===== src/rtl/xy_output_arbiter.sv =====
// Per-output-port scheduler: round-robin or fixed-priority arbitration over PORT_N FIFO heads, with burst hold up to MAX_BURST.
// Optional `ARB_PERF_CNT_EN adds stall_cnt_o (saturating count of cycles with pending requests blocked by a full downstream FIFO).
module xy_output_arbiter #(
  parameter int PORT_N      = 5,
  parameter int PACKET_W    = 16,
  parameter int ARB_TYPE    = 0,
  parameter int MAX_BURST   = 4,
  parameter int BURST_CNT_W = 3
) (
  input  logic                       clk_i,
  input  logic                       rst_ni,
  input  logic [PORT_N-1:0]          req_i,
  input  logic [PACKET_W*PORT_N-1:0] pckt_i,
  output logic [PORT_N-1:0]          rd_en_o,
  input  logic                       nxt_fifo_full_i,
  output logic                       wr_en_o,
  output logic [PACKET_W-1:0]        pckt_o,
  output logic [PORT_N-1:0]          grant_o
`ifdef ARB_PERF_CNT_EN
  ,
  output logic [15:0]                stall_cnt_o
`endif
);

  localparam int IDX_W = (PORT_N > 1) ? $clog2(PORT_N) : 1;

  typedef enum logic {IDLE, HOLD} state_e;

  state_e                 state_q, state_d;
  logic [IDX_W-1:0]       owner_q, owner_d;
  logic [IDX_W-1:0]       ptr_q, ptr_d;
  logic [BURST_CNT_W-1:0] cnt_q, cnt_d;
  logic [PORT_N-1:0]      grant_q, grant_d;
  logic                   wr_en_q, wr_en_d;
  logic [PACKET_W-1:0]    pckt_q, pckt_d;

  logic [IDX_W-1:0]       owner_nxt, arb_base, win, xfer_idx;
  logic [PORT_N-1:0]      win_oh, rd_en;
  logic [PACKET_W-1:0]    pckt_sel;
  logic                   found, xfer;

  assign owner_nxt = IDX_W'((int'(owner_q) + 1) % PORT_N);

  // On release the scan starts just past the owner, so the owner can only re-win when alone.
  assign arb_base = (ARB_TYPE == 1) ? '0 : ((state_q == HOLD) ? owner_nxt : ptr_q);

  always_comb begin
    logic [IDX_W-1:0] idx;
    idx   = '0;
    found = 1'b0;
    win   = '0;
    for (int i = 0; i < PORT_N; i++) begin
      idx = IDX_W'((int'(arb_base) + i) % PORT_N);
      if (!found && req_i[idx]) begin
        found = 1'b1;
        win   = idx;
      end
    end
  end

  always_comb begin
    win_oh   = '0;
    rd_en    = '0;
    pckt_sel = '0;
    for (int k = 0; k < PORT_N; k++) begin
      win_oh[k] = (int'(win) == k);
      rd_en[k]  = xfer && (int'(xfer_idx) == k);
      if (int'(xfer_idx) == k) pckt_sel = pckt_i[k*PACKET_W +: PACKET_W];
    end
  end

  always_comb begin
    state_d  = state_q;
    owner_d  = owner_q;
    cnt_d    = cnt_q;
    ptr_d    = ptr_q;
    grant_d  = grant_q;
    xfer     = 1'b0;
    xfer_idx = owner_q;
    unique case (state_q)
      IDLE: begin
        if (!nxt_fifo_full_i && found) begin
          xfer     = 1'b1;
          xfer_idx = win;
          state_d  = HOLD;
          owner_d  = win;
          cnt_d    = BURST_CNT_W'(1);
          grant_d  = win_oh;
          ptr_d    = IDX_W'((int'(win) + 1) % PORT_N);
        end
      end
      HOLD: begin
        if (req_i[owner_q] && (cnt_q < BURST_CNT_W'(MAX_BURST))) begin
          if (!nxt_fifo_full_i) begin
            xfer  = 1'b1;
            cnt_d = cnt_q + BURST_CNT_W'(1);
          end
        end else begin
          ptr_d = owner_nxt;
          if (!nxt_fifo_full_i && found) begin
            xfer     = 1'b1;
            xfer_idx = win;
            owner_d  = win;
            cnt_d    = BURST_CNT_W'(1);
            grant_d  = win_oh;
          end else begin
            state_d = IDLE;
            grant_d = '0;
          end
        end
      end
      default: state_d = IDLE;
    endcase
  end

  assign wr_en_d = xfer;
  assign pckt_d  = xfer ? pckt_sel : pckt_q;

  always_ff @(posedge clk_i or negedge rst_ni) begin
    if (!rst_ni) begin
      state_q <= IDLE;
      owner_q <= '0;
      ptr_q   <= '0;
      cnt_q   <= '0;
      grant_q <= '0;
      wr_en_q <= 1'b0;
      pckt_q  <= '0;
    end else begin
      state_q <= state_d;
      owner_q <= owner_d;
      ptr_q   <= ptr_d;
      cnt_q   <= cnt_d;
      grant_q <= grant_d;
      wr_en_q <= wr_en_d;
      pckt_q  <= pckt_d;
    end
  end

  // Pop strobe is combinational, so it is gated while reset is held.
  assign rd_en_o = rst_ni ? rd_en : '0;
  assign wr_en_o = wr_en_q;
  assign pckt_o  = pckt_q;
  assign grant_o = grant_q;

`ifdef ARB_PERF_CNT_EN
  logic [15:0] stall_cnt_q, stall_cnt_d;

  always_comb begin
    stall_cnt_d = stall_cnt_q;
    if ((|req_i) && nxt_fifo_full_i && (stall_cnt_q != 16'hFFFF)) stall_cnt_d = stall_cnt_q + 16'd1;
  end

  always_ff @(posedge clk_i or negedge rst_ni) begin
    if (!rst_ni) stall_cnt_q <= '0;
    else         stall_cnt_q <= stall_cnt_d;
  end

  assign stall_cnt_o = stall_cnt_q;
`endif

endmodule


===== config.mk =====
export PLATFORM = sky130hd
export DESIGN_NAME = xy_output_arbiter
export DESIGN_NICKNAME = d
export VERILOG_FILES = /design/src/rtl/xy_output_arbiter.sv
export SDC_FILE = /design/constraint.sdc
export NUM_CORES = 1
export LEC_CHECK = 0
export CAP_MARGIN = 20
export CORE_AREA = 2 2 101 103
export CTS_BUF_LIST = sky130_fd_sc_hd__clkbuf_8 sky130_fd_sc_hd__clkbuf_16
export CTS_CLUSTER_SIZE = 14
export DETAILED_ROUTE_END_ITERATION = 8
export DIE_AREA = 0 0 103 105
export PLACE_DENSITY = 0.74
export SLEW_MARGIN = 20
export SYNTH_ARGS = -nofsm -noshare
export SYNTH_HDL_FRONTEND = slang
export SYNTH_SLANG_ARGS = --single-unit

===== constraint.sdc =====
create_clock -name clk_i -period 10.6 [get_ports clk_i]
set_clock_uncertainty 0.1 [all_clocks]
set_input_delay 1.06 -clock clk_i [delete_from_list [all_inputs] [get_ports clk_i]]
set_output_delay 1.06 -clock clk_i [all_outputs]
set_load 0.02 [all_outputs]

# Yosys cells after proc, flatten, opt, wreduce, memory -nomap -nowiden
# Index checks and enable logic that the tools add are counted.
# totals
word_cells	108
input_bits	88
output_inout_bits	27
ff_bits	32
# classes
n_eq_ne	11
n_div	7
reduce_logical	19
order_cmp	7
muxes	49
n_bitwise	1
n_addsub	7
# ops
op	n
$mod A32 B4 Y32 const B	6
$mux W16	5
$mux W3	13
$mod A4 B4 Y32 const B	1
$lt A3 B4 Y1 const B	6
$mux W5	4
$bmux W1 S3	6
$eq A3 B3 Y1 const B	6
$pmux W3 S2	3
$mux W1	15
$add A3 B1 Y4 const B	3
$logic_and A1 B1 Y1	11
$pmux W5 S2	1
$add A3 B2 Y4 const B	2
$eq A3 B2 Y1 const B	2
$logic_not A3 Y1	2
$logic_not A1 Y1	5
$add A3 B3 Y4 const B	1
$ne A2 B2 Y1 const B	2
$pmux W1 S2	2
$add A3 B1 Y3 const B	1
$lt A3 B3 Y1 const B	1
$ne A3 B3 Y1 const B	1
$reduce_and A2 Y1	1
$not A1 Y1	1

# Depth between registers and ports, before layout
# Gate-level depths: netlist of run 1.
# logic_depth
depth_word	29
ltp_mapped	41
depth_no_buf	36

# Worst setup path before layout of run 1
# Ideal clock, no wire load.
# synth_timing
kind	reg-to-output
start	register owner_q[0]
end	output port rd_en_o[0]
path_stages_with_launch	38
required_time_ns	9.440
slack_ns	1.427
arrival_time_ns	8.013
path_buffers	7
cell_sequence	dfrtp_1 -> buf_4 -> inv_1 -> ha_1 -> buf_2 -> o21bai_1 -> ha_1 -> nand2b_1 -> mux2i_1 -> o31a_1 -> clkbuf_1 -> and3_1 -> buf_2 -> ha_1 -> inv_1 -> ha_1 -> clkbuf_1 -> inv_1 -> [... 2 more ...] -> nor2_1 -> xor2_1 -> ha_1 -> nand2b_1 -> nand3b_1 -> a21o_1 -> and2_1 -> clkbuf_1 -> and3_1 -> o221a_2 -> mux2_1 -> a21oi_1 -> nand2_1 -> o311ai_4 -> mux2i_4 -> clkinv_2 -> buf_2 -> nor4_1
# synth_via
elab_chain_len	26
elab_cells_between_ends	53
classes_between	5 x add/sub; 6 x div; 30 x mux; 12 x reduce/logical
# synth_rtl
item	line	source
start, declared	30	logic [IDX_W-1:0] owner_q, owner_d;
start signal, assigned	130	owner_q <= owner_d;
branches (longest 22 deep; another with $mod A32 B4 Y32)	-	
$pmux W3 S2 (*)	-	
net owner_d[0]	30	
$logic_not A3 Y1 (*)	67	rd_en[k] = xfer && (int'(xfer_idx) == k);
$logic_and A1 B1 Y1 (*)	67	
$mux W5 (*)	140	assign rd_en_o = rst_ni ? rd_en : '0;
end, declared	14	output logic [PORT_N-1:0] rd_en_o,
# Mark *: on every way through the listed nets, which the timed path passes. The select of a mux whose other input is x is not followed.

# Worst setup path after layout of run 1
# layout_timing
start	register owner_q[1]
end	output port rd_en_o[4]
# layout_via
elab_chain_len	26
elab_cells_between_ends	53
classes_between	5 x add/sub; 6 x div; 1 x eq/ne; 30 x mux; 11 x reduce/logical
# layout_rtl
item	line
branches (longest 24 deep; another with $mod A32 B4 Y32)	-
$logic_and A1 B1 Y1 (*)	67
$mux W5 (*)	140
# Every way passes the cells marked *. The select of a mux whose other input is x is not followed.

==> results of run 1 <==
-- repair_timing --
| action | in CTS | in global routing |
|---|---|---|
| buffers inserted | 0 | 0 |
| setup endpoints to repair | 0 | 4 |
| gates resized for setup | 0 | 4 |
-- cell type report --
class                   instances  area share, %
clock buffers                   6           1.47
repair buffers                125           21.8
flip-flops and latches         32           14.2
clock inverters                 2          0.267
inverters                      39           2.62
well taps                     133           2.96
multi-input cells             454           56.7
-- metal layers --
layer	wire length, µm	vias up	GRT usage [%]
li1	-	2271	-
met1	5870	2199	33.5
met2	6850	204	43.6
met3	901	40	4.68
met4	539	0	11.1
met5	0	-	0
-- critical path: cells and delay by family (launching register included) --
kind	cells	cell delay (ps)
AND/OR/NAND/NOR	13	2270
AO/OA/AOI/OAI	7	2000
adder cells (fa/ha/maj)	5	1430
buffers and inverters	5	1290
multiplexers	2	770
flip-flops	1	540
XOR/XNOR	1	210
-- placed cells by master (no fill, tap or decap), drive strengths merged, types with 4 or more instances in the layout --
cell type,instances
clkdlybuf4s50,114
nand2,51
nor2,48
inv,37
a21oi,36
ha,32
dfrtp,32
nor3,29
mux2i,28
o21ai,28
o31ai,24
nand3,16
o32a,13
nand2b,11
buf,11
a211oi,10
nor2b,8
and2,8
xnor2,8
mux2,8
a31oi,7
clkbuf,6
o211ai,5
nand4,5
nor4,5
a211o,4
a22o,4
o22a,4
and3,4
-- sequential cells by signal, summed over array words and instances (netlist names) --
name / flops
owner_q: 3
wr_en_o: 1
pckt_o: 16
cnt_q: 3
ptr_q: 3
state_q: 1
grant_o: 5
-- worst max-delay path by stage --
| stage | start | to | depth (start not counted) |
|---|---|---|---|
| finish | owner_q[1] | rd_en_o[4] | 33 |
| global route | owner_q[1] | rd_en_o[4] | 33 |
| CTS | owner_q[1] | rd_en_o[4] | 32 |
| detailed placement | owner_q[1] | rd_en_o[4] | 32 |
| global placement | owner_q[1] | rd_en_o[4] | 32 |
| floorplan | owner_q[0] | rd_en_o[0] | 37 |
-- cell families (layout without fill, tap and decap cells) --
family / after synthesis / count (layout) / synth area share [%]
AND/OR/NAND/NOR: 202 / 202 / 23.3
flip-flops: 32 / 32 / 18.6
buffers and inverters: 72 / 172 / 7.48
multiplexers: 36 / 36 / 8.99
AO/OA/AOI/OAI: 174 / 174 / 30.1
XOR/XNOR: 10 / 10 / 2.21
adder cells (fa/ha/maj): 32 / 32 / 9.31
-- through the flow --
stage | util [%] | hold slack [ps]
detailed placement | 57.2 | 370
CTS | 58.2 | 386
global placement | 57.2 | 360
finish | 58.4 | 377
floorplan | - | 342
global route | 58.4 | 407
==> impl_metrics.yaml, run 1 <==
placed_design:
  port_buffers: 114
  dp.cells: 783
  gp_congestion: 0.997
  dpl.hpwl_um: 11300
  dp_slack_ps: 763
  place_area_um2: 5520
timing:
  fin_ws_ps: 638
  slew_violations: 0
  worst_pin_slew_ps: 660
  setup_tns_ps: 0
  min_period_over_period_pct: 94.0
  rsz0062_at_grt: "false"
  fmax_ghz: 0.100
  final_hold_viol_count: 0
  period_needed_ps: 9960
  slew_headroom_pct: 55.6
  setup_viol: 0
global_route:
  grt_use_total_pct: 26.5
  antenna_found_initial: 0
  grt_start_max_net_pins: 35
  overflow: 0
  grt_pass1_vias: 4751
  grt_first_pass_wirelength_um: 23000
routing:
  ant_nets: 0
  wl_per_cell_um: 17.9
  dr.pass1.iters: 7
  vias_per_cell: 5.96
  via_count: 4714
  wirelength_um: 14200
  drc: 0
  drtIter0Drc: 316
worst_setup_path:
  critPathMaxFanout: 23
  rrSetupSlack_ps: 1980
  critPathRequiredTime_ps: 9440
  critPathArrivalTime_ps: 8800
  slowest_stage: "clkdlybuf4s50_1"
  worst_setup_path_end_kind: "output port"
  path_class: "flop to output port"
  crit_path_max_incr_delay_ps: 610
  start_kind: "flop"
  worstReg2RegEnd: "pckt_o[6]"
  cp_common_cell: "ha_1"
  worst_r2r_path_depth: 35
  reg2reg_from: "owner_q[1]"
yosys:
  synth_top_area_share_pct: 18.6
  synth_most_common_cell: "nand2_1"
  synthTopCellsByCount: "nand2_1, nor2_1, a21oi_1, inv_1"
  synth_nets: 678
  synthCells: 558
  yosys_register_bits: 32
  ys_async_sr_fraction_pct: 100
  synth-edff-count: 0
  syn-cell-area_um2: 4300
  yosysTopAreaCell: "dfrtp_1"
  avgSynthCellArea_um2: 7.70
  synth_flop_cell: "dfrtp_1"
  ys_types: 78
  synth_area_leaders: "dfrtp_1, ha_1, mux2i_1"
  ys_warn_count: 0
  ys_seq_area_share_pct: 18.6
cts:
  root_buffer: "clkbuf_8"
  clockBufferDepth: 2
  clkTransAtPathRegs_ps: 70
  cts_max_level: 2
  cts_made_buffers: 5
  ctsHoldBuffers: 0
  cts.sinks: 32
  cts_tree: "done"
  clock_latency_ps: 290
job:
  max_cap_viol_count: 0
floorplanning:
  rows: 36
  die-width_um: 103
  die_y_um: 105
  core-area_um2: 9640
  initial_core_util_pct: 44.6
  io_pins: 115
  die_area_um2: 10800
min_path:
  min-delay-start: "pckt_o[1]"
  min_path_type: "flop to flop"
  whs_path_depth: 2
  min_to: "pckt_o[1]"
cells_and_area:
  final_area_um2: 5630
  nFillCells: 922
  fin_nets: 777
  multiInputGateArea_um2: 3190
  regArea_um2: 801
  final_cells: 791
  drive_gt1_share_pct: 7.29
  diodes: 0
  area_growth_pct: 30.8
outcome:
  status: "complete, no violations"
Power of run 1 is left out: the tool's default activity adds up to more than one toggle a clock period on the data nets, which glitch-free logic cannot reach.
==> run 2, diff against run 1 <==
- GPL_TIMING_DRIVEN: default -> 0
- MAX_ROUTING_LAYER: default -> met4
==> run 2 against run 1 <==
  * Routed wire length up 5.5%
  * Flip-flop and latch count is the same
  * Global-route usage up 1.9 points
  * Clock-buffer cell count increased by 1
  * Core utilization increased by 1.7 points
  * Die area unchanged
  * Non-clock buffer count rose by 24
  * First-iteration DRC count decreased by 21%
  * Sequential share of layout area shrank 0.41 points
  * Register-to-register slack improved by 130 ps
  * Fmax shrank 1.0%
  * Highest routed layer unchanged
==> impl_metrics.yaml, run 2 (same netlist as run 1, synthesis figures left out) <==
floorplanning:
  initial_core_util_pct: 44.6
  core-area_um2: 9640
  io_pins: 115
  die_y_um: 105
  rows: 36
  die_area_um2: 10800
  die-width_um: 103
timing:
  slew_violations: 0
  setup_tns_ps: 0
  fin_ws_ps: 538
  min_period_over_period_pct: 94.9
  period_needed_ps: 10060
  worst_pin_slew_ps: 880
  setup_viol: 0
  fmax_ghz: 0.0994
  slew_headroom_pct: 41.4
  final_hold_viol_count: 0
worst_setup_path:
  worst_setup_path_end_kind: "output port"
  critPathMaxFanout: 11
  crit_buf_inv: 10
  slowest_stage: "clkdlybuf4s50_1"
  cp_top_family: "buffers and inverters"
  cp_common_cell: "ha_1"
  critPathRequiredTime_ps: 9440
  critPathArrivalTime_ps: 8900
  crit_path_max_incr_delay_ps: 610
  path_class: "flop to output port"
  start_kind: "flop"
routing:
  dr.pass1.iters: 6
  wirelength_um: 14900
  vias_per_cell: 5.87
  via_count: 4778
  wl_per_cell_um: 18.4
  drc: 0
  drtIter0Drc: 250
  ant_nets: 0
cts:
  clkTransAtPathRegs_ps: 70
  clockBufferDepth: 2
  clock_latency_ps: 280
  cts_made_buffers: 5
  cts_max_level: 2
  cts.sinks: 32
  root_buffer: "clkbuf_8"
  cts_tree: "done"
placed_design:
  dpl.hpwl_um: 12000
  gp_congestion: 0.900
  dp_slack_ps: -171
  port_buffers: 114
cells_and_area:
  diodes: 0
  drive_gt1_share_pct: 9.69
  nFillCells: 962
  final_common_cell: "clkdlybuf4s50_1"
  final_cell_mix: "clkdlybuf4s50_1, nand2_1, nor2_1, inv_1, a21oi_1"
  multiInputGateArea_um2: 3220
  fin_nets: 801
  largest_register_ffs: 16
  regArea_um2: 801
  area_growth_pct: 34.7
global_route:
  grt_first_pass_wirelength_um: 23700
  overflow: 0
  grt_start_max_net_pins: 20
  grt_pass1_vias: 4738
  grt_use_total_pct: 28.3
  antenna_found_initial: 0
outcome:
  status: "complete, no violations"
min_path:
  min_path_type: "flop to flop"
job:
  max_cap_viol_count: 0
## run 2: cell types whose count changed in the layout (fill, tap and decap cells not counted), sizes merged
cell and delta:
clkinv -1, buf +14, clkinvlp -2, clkdlybuf4s50 -1, clkbuf +12, inv +1
## run 2: what timing repair did
| item | CTS | global route |
|---|---|---|
| hold buffers | 0 | 0 |
| pin swaps | 1 | 2 |
| resized for setup | 1 | 9 |
| setup endpoints to repair | 5 | 5 |
| setup buffers | 1 | 3 |
| gates cloned | 0 | 0 |
## run 2: path summary, 6_finish.rpt
path / start / end / slack (ps) / cells after the start
max in group asynchronous: rst_ni / ptr_q[2] / 9350 / 2
hold / removal: pckt_o[8] / pckt_o[8] / 380 / 2
setup reg to reg: owner_q[0] / pckt_o[14] / 2110 / 37
setup / recovery: owner_q[0] / rd_en_o[4] / 540 / 37
hold reg to reg: pckt_o[8] / pckt_o[8] / 380 / 2
min in group asynchronous: rst_ni / pckt_o[14] / 610 / 1
## run 2: per-stage QoR
stage | instance area (µm²) | hold slack (ps) | instances | util [%]
after detailed placement | 5630 | 366 | 806 | 58.4
after global routing | 5790 | 398 | 814 | 60.1
after global placement | 5610 | 361 | 805 | 58.2
after floorplan | 4300 | 342 | 558 | -
final | 5790 | 381 | 814 | 60.1
after CTS | 5730 | 382 | 812 | 59.4
## run 2: final cells by class
type	count	share of cell area, %
repair buffers	119	20.6
clock buffers	7	1.66
plain buffers	30	2.81
well taps	133	2.87
multi-input cells	454	55.7
flip-flops and latches	32	13.8
inverters	39	2.55
## run 2: metal layers
| layer | share of wire, % | wire length, µm | track usage, % | up-vias |
|---|---|---|---|---|
| met2 | 52 | 7710 | 49.3 | 179 |
| met4 | 2.8 | 422 | 8.27 | 0 |
| li1 | - | - | - | 2317 |
| met5 | 0 | 0 | - | - |
| met3 | 5.2 | 783 | 3.61 | 30 |
| met1 | 40 | 6030 | 33.8 | 2252 |
## run 2: worst register-to-register path: cells and delay by family, from the launching register on
kind / cells / cell delay [ps]
AOI/OAI and AO/OA: 9 / 1930
and+or+nand+nor: 9 / 1380
adders and majority gates: 6 / 1740
xor gates and xnor gates: 1 / 190
muxes: 3 / 870
buffers and inverters: 9 / 1760
DFF: 1 / 410
Power of run 2 is left out for the same reason.
